===== src/rtl/pc_trace_buffer_pkg.sv =====
// rtl/pc_trace_buffer_pkg.sv - shared state/mode encodings for the PC trace buffer
package pc_trace_buffer_pkg;

   typedef enum logic [1:0] {
      ST_IDLE    = 2'd0,
      ST_CAPTURE = 2'd1,
      ST_POST    = 2'd2,
      ST_DONE    = 2'd3
   } state_t;

   typedef enum logic [1:0] {
      MODE_WRAP = 2'd0,
      MODE_STOP = 2'd1,
      MODE_TRIG = 2'd2
   } mode_t;

   // The reserved encoding 3 behaves as plain wrap mode.
   function automatic mode_t decode_mode(input logic [1:0] m);
      return (m == 2'd3) ? MODE_WRAP : mode_t'(m);
   endfunction

endpackage


===== src/rtl/pc_trace_ram.sv =====
// rtl/pc_trace_ram.sv - trace storage, one write port and one registered read port
module pc_trace_ram #(
   parameter int ADDR_W = 32,
   parameter int DEPTH  = 16,
   localparam int AW    = $clog2(DEPTH)
) (
   input  logic              clk,
   input  logic              rst,
   input  logic              we,
   input  logic [AW-1:0]     waddr,
   input  logic [ADDR_W-1:0] wdata,
   input  logic              re,
   input  logic              rzero,
   input  logic [AW-1:0]     raddr,
   output logic [ADDR_W-1:0] rdata
);

   logic [ADDR_W-1:0] mem [DEPTH];

   always_ff @(posedge clk) begin
      if (we) mem[waddr] <= wdata;
   end

   // Reading the array with non-blocking semantics yields the pre-write value on a collision.
   always_ff @(posedge clk) begin
      if (rst)     rdata <= '0;
      else if (re) rdata <= rzero ? '0 : mem[raddr];
   end

endmodule


===== src/rtl/pc_trace_buffer.sv =====
// rtl/pc_trace_buffer.sv - PC trace capture with wrap, stop-on-full and trigger modes plus hang detect
module pc_trace_buffer
   import pc_trace_buffer_pkg::*;
#(
   parameter int ADDR_W    = 32,
   parameter int DEPTH     = 16,
   parameter int POST_TRIG = 4,
   parameter int STALL_CYC = 8,
   localparam int AW       = $clog2(DEPTH),
   localparam int CW       = AW + 1
) (
   input  logic              clk,
   input  logic              rst,
   input  logic [ADDR_W-1:0] pc_in,
   input  logic              pc_valid,
   input  logic              arm,
   input  logic [1:0]        mode,
   input  logic [ADDR_W-1:0] trig_addr,
   input  logic [AW-1:0]     rd_idx,
   input  logic              rd_en,
   output logic [ADDR_W-1:0] rd_data,
   output logic              rd_valid,
   output logic [CW-1:0]     count,
   output logic              busy,
   output logic              done,
   output logic              wrapped,
   output logic              stall
);

   localparam int SW = $clog2(STALL_CYC) + 1;

   state_t            state;
   mode_t             mode_q;
   logic [AW-1:0]     wr_ptr;
   logic [AW-1:0]     post_cnt;
   logic [CW-1:0]     count_q;
   logic [ADDR_W-1:0] last_pc;
   logic [ADDR_W-1:0] prev_pc;
   logic              prev_seen;
   logic [SW-1:0]     stall_cnt;

   logic              capturing;
   logic              full;
   logic              wr_en;
   logic [AW-1:0]     oldest;
   logic [AW-1:0]     raddr;
   logic              rzero;

   assign capturing = (state == ST_CAPTURE) || (state == ST_POST);
   assign full      = (count_q == CW'(DEPTH));
   assign wr_en     = capturing && pc_valid && !arm && ((count_q == '0) || (pc_in != last_pc));
   // Once the buffer has filled, the next write slot is also the oldest entry.
   assign oldest    = full ? wr_ptr : '0;
   assign raddr     = oldest + rd_idx;
   assign rzero     = ({1'b0, rd_idx} >= count_q);

   assign count = count_q;
   assign busy  = capturing;
   assign done  = (state == ST_DONE);

   always_ff @(posedge clk) begin
      if (rst) begin
         state     <= ST_IDLE;
         mode_q    <= MODE_WRAP;
         wr_ptr    <= '0;
         post_cnt  <= '0;
         count_q   <= '0;
         last_pc   <= '0;
         prev_pc   <= '0;
         prev_seen <= 1'b0;
         stall_cnt <= '0;
         wrapped   <= 1'b0;
         stall     <= 1'b0;
         rd_valid  <= 1'b0;
      end else begin
         rd_valid <= rd_en;
         if (arm) begin
            state     <= ST_CAPTURE;
            mode_q    <= decode_mode(mode);
            wr_ptr    <= '0;
            post_cnt  <= '0;
            count_q   <= '0;
            prev_seen <= 1'b0;
            stall_cnt <= '0;
            wrapped   <= 1'b0;
            stall     <= 1'b0;
         end else begin
            if (wr_en) begin
               wr_ptr  <= wr_ptr + 1'b1;
               last_pc <= pc_in;
               if (!full) count_q <= count_q + 1'b1;
               else       wrapped <= 1'b1;
               if (mode_q == MODE_STOP && count_q == CW'(DEPTH - 1)) begin
                  state <= ST_DONE;
               end else if (mode_q == MODE_TRIG) begin
                  if (state == ST_CAPTURE && pc_in == trig_addr) begin
                     post_cnt <= AW'(1);
                     state    <= (POST_TRIG == 1) ? ST_DONE : ST_POST;
                  end else if (state == ST_POST) begin
                     post_cnt <= post_cnt + 1'b1;
                     if (post_cnt + 1'b1 == AW'(POST_TRIG)) state <= ST_DONE;
                  end
               end
            end
            // Hang detection watches raw samples, independent of the change-only filter.
            if (state != ST_IDLE && pc_valid) begin
               prev_pc   <= pc_in;
               prev_seen <= 1'b1;
               if (prev_seen && pc_in == prev_pc) begin
                  if (stall_cnt < SW'(STALL_CYC - 1)) stall_cnt <= stall_cnt + 1'b1;
                  if (stall_cnt >= SW'(STALL_CYC - 2)) stall <= 1'b1;
               end else begin
                  stall_cnt <= '0;
               end
            end
         end
      end
   end

   pc_trace_ram #(
      .ADDR_W(ADDR_W),
      .DEPTH (DEPTH)
   ) u_ram (
      .clk  (clk),
      .rst  (rst),
      .we   (wr_en),
      .waddr(wr_ptr),
      .wdata(pc_in),
      .re   (rd_en),
      .rzero(rzero),
      .raddr(raddr),
      .rdata(rd_data)
   );

endmodule

===== config.mk =====
export PLATFORM = sky130hd
export DESIGN_NAME = pc_trace_buffer
export DESIGN_NICKNAME = d
export VERILOG_FILES = /design/src/rtl/pc_trace_buffer_pkg.sv /design/src/rtl/pc_trace_ram.sv /design/src/rtl/pc_trace_buffer.sv
export SDC_FILE = /design/constraint.sdc
export NUM_CORES = 1
export LEC_CHECK = 0
export CORE_AREA = 2 2 219 221
export DETAILED_ROUTE_END_ITERATION = 12
export DIE_AREA = 0 0 221 223
export DONT_BUFFER_PORTS = 1
export PLACE_DENSITY = 0.8
export SLEW_MARGIN = 10
export SYNTH_ARGS = -nofsm -noshare
export SYNTH_HDL_FRONTEND = slang
export SYNTH_SLANG_ARGS = --single-unit

===== constraint.sdc =====
create_clock -name clk -period 6.2 [get_ports clk]
set_clock_uncertainty 0.1 [all_clocks]
set_input_delay 1.24 -clock clk [delete_from_list [all_inputs] [get_ports clk]]
set_output_delay 1.24 -clock clk [all_outputs]
set_load 0.03 [all_outputs]

==> impl_metrics.py, run 1 <==
metrics = {
    "worst_hold_path": {
        "hold_class": "reg -> reg",
    },
    "clocking": {
        "clk_path_buf_depth": 3,
        "cts.sink_count": 633,
        "cts_setup_buffers": 0,
        "clkTransAtPathRegs_ns": 0.06,
        "cts_buffers": 59,
        "root_buffer": "clkbuf_16",
        "cts_hold_buf": 0,
        "cts_tree": "yes",
        "post_cts_resized": 0,
        "clk_latency_ns": 0.62,
        "htreeDepth": 2,
    },
    "global_routing": {
        "grt_pass1_vias": 14341,
        "grt_max_degree": 74,
        "grt_usage": 0.235,
        "grt_pass1_wl_um": 86800,
        "grt.overflow.total": 0,
        "antenna_found_initial": 1,
    },
    "floorplan": {
        "core-area_um2": 47100,
        "chipHeight_um": 223,
        "rows": 80,
        "die-area_um2": 49300,
        "start_util": 0.542,
        "boundaryPins": 117,
        "die_w_um": 221,
    },
    "drt": {
        "totalWireLength_um": 57700,
        "wire_per_inst_um": 26.2,
        "first_pass_iters": 5,
        "final_antenna_net_count": 0,
        "drcViolationCount": 0,
        "drtIter0Drc": 1345,
        "viasPerCell": 6.29,
        "vias": 13860,
    },
    "flow_run": {
        "drv_cap": 0,
    },
    "pwr": {
        "clockPowerShare": 0.421,
        "irDropWorstVdd_mv": 0.279,
        "seqPwrFrac": 0.540,
        "power.density_nw_per_um2": 307,
        "swShare": 0.206,
        "finalPower_mw": 8.60,
        "internal-power_mw": 6.83,
        "p_leak_nw": 9.03,
        "p_sw_mw": 1.77,
        "comb_power_share": 0.039,
    },
    "timing": {
        "setup_viol": 0,
        "slew_viol_final": 0,
        "finalCritPeriodShare": 0.719,
        "hold_viol": 0,
        "min_period_ns": 4.46,
        "setup_slack_ns": 1.74,
        "max-slew-margin-rel": 0.210,
        "max_freq_mhz": 224,
        "worst_pin_slew_ns": 1.18,
        "setup_tns_ns": 0,
        "rsz0062_at_grt": "no",
    },
    "layout": {
        "layout.nets": 1634,
        "layout-drive-gt1-share": 0.161,
        "area_delta_synth_final_pct": 9.68,
        "postLayoutCellArea_um2": 28000,
        "fill_cells": 3331,
    },
    "setup_path": {
        "cpPeakStageDelay_ns": 1.35,
        "crit_path_start_kind": "flip-flop",
        "crit_type": "reg -> reg",
        "crit_top_cell": "nand3_1",
        "cp_slowest_cell": "fa_4",
        "crit_fanout": 47,
        "path_cells": "inv_1 -> ha_1 -> nand3_1 -> nor2_1 -> ha_4 -> fa_4 -> buf_12 -> mux4_2 -> nand2_1 -> nand3_1 -> a32o_1",
        "critPathArrivalTime_ns": 4.86,
        "cp.required_ns": 6.60,
        "critPathCaptureType": "flip-flop",
    },
    "synthesis": {
        "synth_cell_types": 48,
        "async_reset_ff_frac": 0,
        "synth_commonest_cells": "edfxtp_1, nand2_1, mux4_2",
        "synth_fp_nets": 1671,
        "synth_top_area_share": 0.602,
        "ys.flop_type": "edfxtp_1",
        "yosysSeqAreaShare": 0.697,
        "avgSynthCellArea_um2": 16.2,
        "synth-seq-cells": 633,
        "synth_cells": 1573,
        "synth_edf_count": 512,
        "synth_area_um2": 25500,
        "synth_area_leader_cell": "edfxtp_1",
        "post-synth-top-count-cell": "edfxtp_1",
        "yosysWarnings": 0,
        "synthTopCellsByArea": "edfxtp_1, mux4_2, dfxtp_1",
    },
    "place": {
        "dpl_cell_area_um2": 26100,
        "io_buffers": 0,
        "gp_congestion": 0.813,
        "hpwl_um": 32100,
        "post-place-ws_ns": 1.74,
    },
    "outcome": {
        "status": "complete, no violations",
    },
}
==> through the flow <==
step / util / hold WS [ns] / cells
2_1_floorplan: - / 0.332 / 1573
3_3_place_gp: 0.553 / 0.344 / 2090
3_5_place_dp: 0.553 / 0.353 / 2090
4_1_cts: 0.594 / 0.361 / 2202
5_1_grt: 0.594 / 0.373 / 2202
6_report: 0.594 / 0.363 / 2203
==> sequential cells by signal, summed over array words and instances, names as in the netlist <==
signal,flops
wr_ptr,4
rd_valid,1
count,5
wrapped,1
u_ram.rdata,32
mode_q,2
last_pc,32
u_ram.mem,512
state,2
stall,1
stall_cnt,4
prev_pc,32
prev_seen,1
post_cnt,4
==> worst paths after layout <==
kind	from	end	slack, ns	depth (start not counted)
hold / removal	prev_seen$_SDFFE_PP0P_	prev_seen$_SDFFE_PP0P_	0.36	2
setup reg to reg	count[0]$_SDFFE_PP0P_	u_ram.rdata[8]$_SDFFE_PP0P_	1.74	11
setup / recovery	count[0]$_SDFFE_PP0P_	u_ram.rdata[8]$_SDFFE_PP0P_	1.74	11
hold reg to reg	prev_seen$_SDFFE_PP0P_	prev_seen$_SDFFE_PP0P_	0.36	2
==> critical path, delay by kind of cell, from the launching register on <==
family,cells,cell delay (ns)
flip-flops,1,0.59
AND/OR/NAND/NOR,4,0.59
adder cells (fa/ha/maj),3,1.80
multiplexers,1,0.35
AO/OA/AOI/OAI,1,0.35
buffers and inverters,2,0.49
==> cell type report <==
cell class | count | area [um^2] | area share
sequential | 633 | 17800 | 0.635
multi-input combinational | 817 | 7320 | 0.261
clock buffer | 77 | 1600 | 0.0570
tap | 615 | 769 | 0.0275
clock inverter | 35 | 342 | 0.0122
timing repair buffer | 12 | 140 | 0.00500
inverter | 13 | 48.8 | 0.00174
antenna | 1 | 2.50 | 0.0000893
==> placed cells by master (no fill, tap or decap), types with 11 or more instances in the layout <==
cell type / instances
inv_1: 13
nand3_1: 35
xnor2_1: 66
xor2_1: 33
edfxtp_1: 512
nor2_1: 54
nor4_1: 13
clkbuf_1: 14
nand2_1: 208
ha_1: 21
and3_2: 15
nand4_1: 25
nand3b_1: 35
a21oi_1: 42
mux2i_1: 35
dfxtp_1: 121
mux4_2: 128
clkinv_1: 11
a32o_1: 34
clkbuf_16: 60
==> power by group through the flow <==
stage | sequential (mW) | clock (mW) | combinational [mW]
floorplan | 4.73 | 0 | 0.289
global placement | 4.73 | 0 | 0.327
detailed placement | 4.73 | 0 | 0.335
CTS | 4.64 | 3.66 | 0.337
global route | 4.64 | 3.83 | 0.361
finish | 4.64 | 3.62 | 0.334
==> metal layers <==
layer  vias up  GRT usage  part of all wire
li1       5944          -                 -
met1      7089      0.315              0.39
met2       721      0.384              0.48
met3       106     0.0469             0.093
met4         0     0.0894             0.031
met5         -          0                 0
==> logic make-up after synthesis <==
group	share of synthesized area
muxes	0.127
DFF	0.697
buffers and inverters	0.0206
xor gates and xnor gates	0.0353
AOI/OAI and AO/OA	0.0316
adders and majority gates	0.0116
and+or+nand+nor	0.0776
No activity file was read; power rests on OpenSTA's default activity.
==> inputs of run 2 (changes only) <==
--- a/config.mk
+++ b/config.mk
@@ -9,7 +9,7 @@
 export DETAILED_ROUTE_END_ITERATION = 12
 export DIE_AREA = 0 0 221 223
 export DONT_BUFFER_PORTS = 1
-export PLACE_DENSITY = 0.8
+export PLACE_DENSITY = 0.83
 export SLEW_MARGIN = 10
 export SYNTH_ARGS = -nofsm -noshare
 export SYNTH_HDL_FRONTEND = slang
==> constraint.sdc (replaced) <==
create_clock -name clk -period 3.95 [get_ports clk]
set_clock_uncertainty 0.1 [all_clocks]
set_input_delay 0.79 -clock clk [delete_from_list [all_inputs] [get_ports clk]]
set_output_delay 0.79 -clock clk [all_outputs]
set_load 0.03 [all_outputs]
==> impl_metrics.py, run 2 (synthesis results as in run 1) <==
metrics = {
    "floorplan": {
        "die-area_um2": 49300,
        "core-area_um2": 47100,
        "die_w_um": 221,
        "rows": 80,
        "boundaryPins": 117,
        "start_util": 0.542,
        "chipHeight_um": 223,
    },
    "global_routing": {
        "grt_max_degree": 86,
        "grt_pass1_wl_um": 89900,
        "grt_usage": 0.245,
        "grt.overflow.total": 0,
        "antenna_found_initial": 1,
        "grt_pass1_vias": 14682,
    },
    "setup_path": {
        "crit_fanout": 85,
        "path_cells": "inv_1 -> ha_1 -> nand3_1 -> nor2_1 -> ha_4 -> fa_4 -> buf_12 -> mux4_2 -> nand2_1 -> nand3_1 -> a32o_1",
        "crit_path_start_kind": "flip-flop",
        "critPathBufInv": 2,
        "critPathArrivalTime_ns": 4.13,
        "crit_top_cell": "nand3_1",
        "critPathCaptureType": "flip-flop",
        "cpPeakStageDelay_ns": 0.83,
        "cp_slowest_cell": "fa_4",
        "critPathTopFamily": "adder cells",
        "cp.required_ns": 4.35,
        "crit_type": "reg -> reg",
    },
    "clocking": {
        "clk_latency_ns": 0.64,
        "cts_tree": "yes",
        "htreeDepth": 2,
        "cts_hold_buf": 0,
        "post_cts_resized": 0,
        "root_buffer": "clkbuf_16",
        "clkTransAtPathRegs_ns": 0.06,
        "cts.sink_count": 633,
        "cts_setup_buffers": 0,
        "clk_path_buf_depth": 3,
        "cts_buffers": 59,
    },
    "pwr": {
        "p_leak_nw": 9.21,
        "swShare": 0.205,
        "finalPower_mw": 13.7,
        "seqPwrFrac": 0.532,
        "internal-power_mw": 10.9,
        "irDropWorstVdd_mv": 0.430,
        "p_sw_mw": 2.81,
        "comb_power_share": 0.039,
        "clockPowerShare": 0.429,
        "power.density_nw_per_um2": 482,
    },
    "drt": {
        "wire_per_inst_um": 27.2,
        "viasPerCell": 6.35,
        "totalWireLength_um": 60400,
        "first_pass_iters": 7,
        "vias": 14124,
        "drtIter0Drc": 1646,
        "final_antenna_net_count": 0,
        "drcViolationCount": 0,
    },
    "timing": {
        "max-slew-margin-rel": 0.191,
        "rsz0062_at_grt": "no",
        "max_freq_mhz": 268,
        "hold_viol": 0,
        "worst_pin_slew_ns": 1.21,
        "min_period_ns": 3.73,
        "setup_viol": 0,
        "timing.hold.ws_ns": 0.124,
        "slew_viol_final": 0,
        "setup_tns_ns": 0,
        "finalCritPeriodShare": 0.945,
    },
    "outcome": {
        "status": "complete, no violations",
    },
    "layout": {
        "layout.nets": 1655,
        "mostFrequentLayoutCell": "edfxtp_1",
        "final_cell_mix": "edfxtp_1, nand2_1, mux4_2",
        "top_register": "u_ram.mem",
        "largest_reg_flops": 512,
        "antennaDiodeCount": 0,
        "area_delta_synth_final_pct": 11.1,
        "layout-drive-gt1-share": 0.171,
        "postLayoutCellArea_um2": 28400,
    },
    "place": {
        "io_buffers": 0,
        "hpwl_um": 34200,
        "dpl_cell_area_um2": 26400,
        "gp_congestion": 0.840,
    },
    "worst_hold_path": {
        "hold_class": "in -> reg",
    },
    "flow_run": {
        "drv_cap": 0,
    },
}
==> run 2: cell count changes in the layout (fill, tap and decap cells not counted), moves of 2 or more <==
cell | previous run | this run
clkbuf_1 | 14 | 17
clkinvlp_4 | 3 | 1
clkinv_1 | 11 | 9
buf_12 | 4 | 16
bufinv_16 | 6 | 9
buf_4 | 8 | 17
==> run 2: metal layers <==
| layer | share of wire | up-vias | routed length [um] | global-route usage |
|---|---|---|---|---|
| met5 | 0 | - | 0 | 0 |
| li1 | - | 5991 | - | - |
| met1 | 0.38 | 7225 | 22700 | 0.316 |
| met4 | 0.037 | 0 | 2250 | 0.0950 |
| met3 | 0.088 | 146 | 5340 | 0.0512 |
| met2 | 0.50 | 762 | 30100 | 0.411 |
==> run 2: through the flow <==
step | instances | setup slack, ns | util
global placement | 2111 | 0.470 | 0.560
floorplan | 1573 | 0.286 | -
detailed placement | 2111 | 0.341 | 0.560
CTS | 2223 | 0.234 | 0.602
finish | 2223 | 0.218 | 0.602
global route | 2223 | 0.0404 | 0.602
==> run 2: final timing paths <==
kind | startpoint | end | slack (ns) | depth (start not counted)
setup / recovery | count[0]$_SDFFE_PP0P_ | u_ram.rdata[9]$_SDFFE_PP0P_ | 0.22 | 11
hold / removal | rst | mode_q[0]$_SDFFE_PP0P_ | 0.12 | 1
setup reg to reg | count[0]$_SDFFE_PP0P_ | u_ram.rdata[9]$_SDFFE_PP0P_ | 0.22 | 11
hold reg to reg | prev_pc[17]$_SDFFE_PP0P_ | prev_pc[17]$_SDFFE_PP0P_ | 0.36 | 2
==> run 2: power groups by stage <==
stage	sequential [mW]	clock (mW)	combinational, mW
global route	7.28	6.17	0.578
global placement	7.43	0	0.516
CTS	7.29	5.92	0.539
detailed placement	7.43	0	0.530
floorplan	7.42	0	0.453
finish	7.29	5.87	0.536
==> run 2: worst register-to-register path, delay by kind of cell (launching register included) <==
kind            cells  cell delay, ns
mux                 1            0.52
flops               1            0.35
fa+ha+maj           3            1.26
buf+inv             2            0.44
simple gates        4            0.59
compound gates      1            0.36
==> run 2: layout make-up <==
type	instances	area, um^2
clock inverter	34	432
inverter	13	48.8
timing repair buffer	33	448
clock buffer	78	1570
multi-input combinational	817	7320
tap	615	769
sequential	633	17800
fill	3245	18800
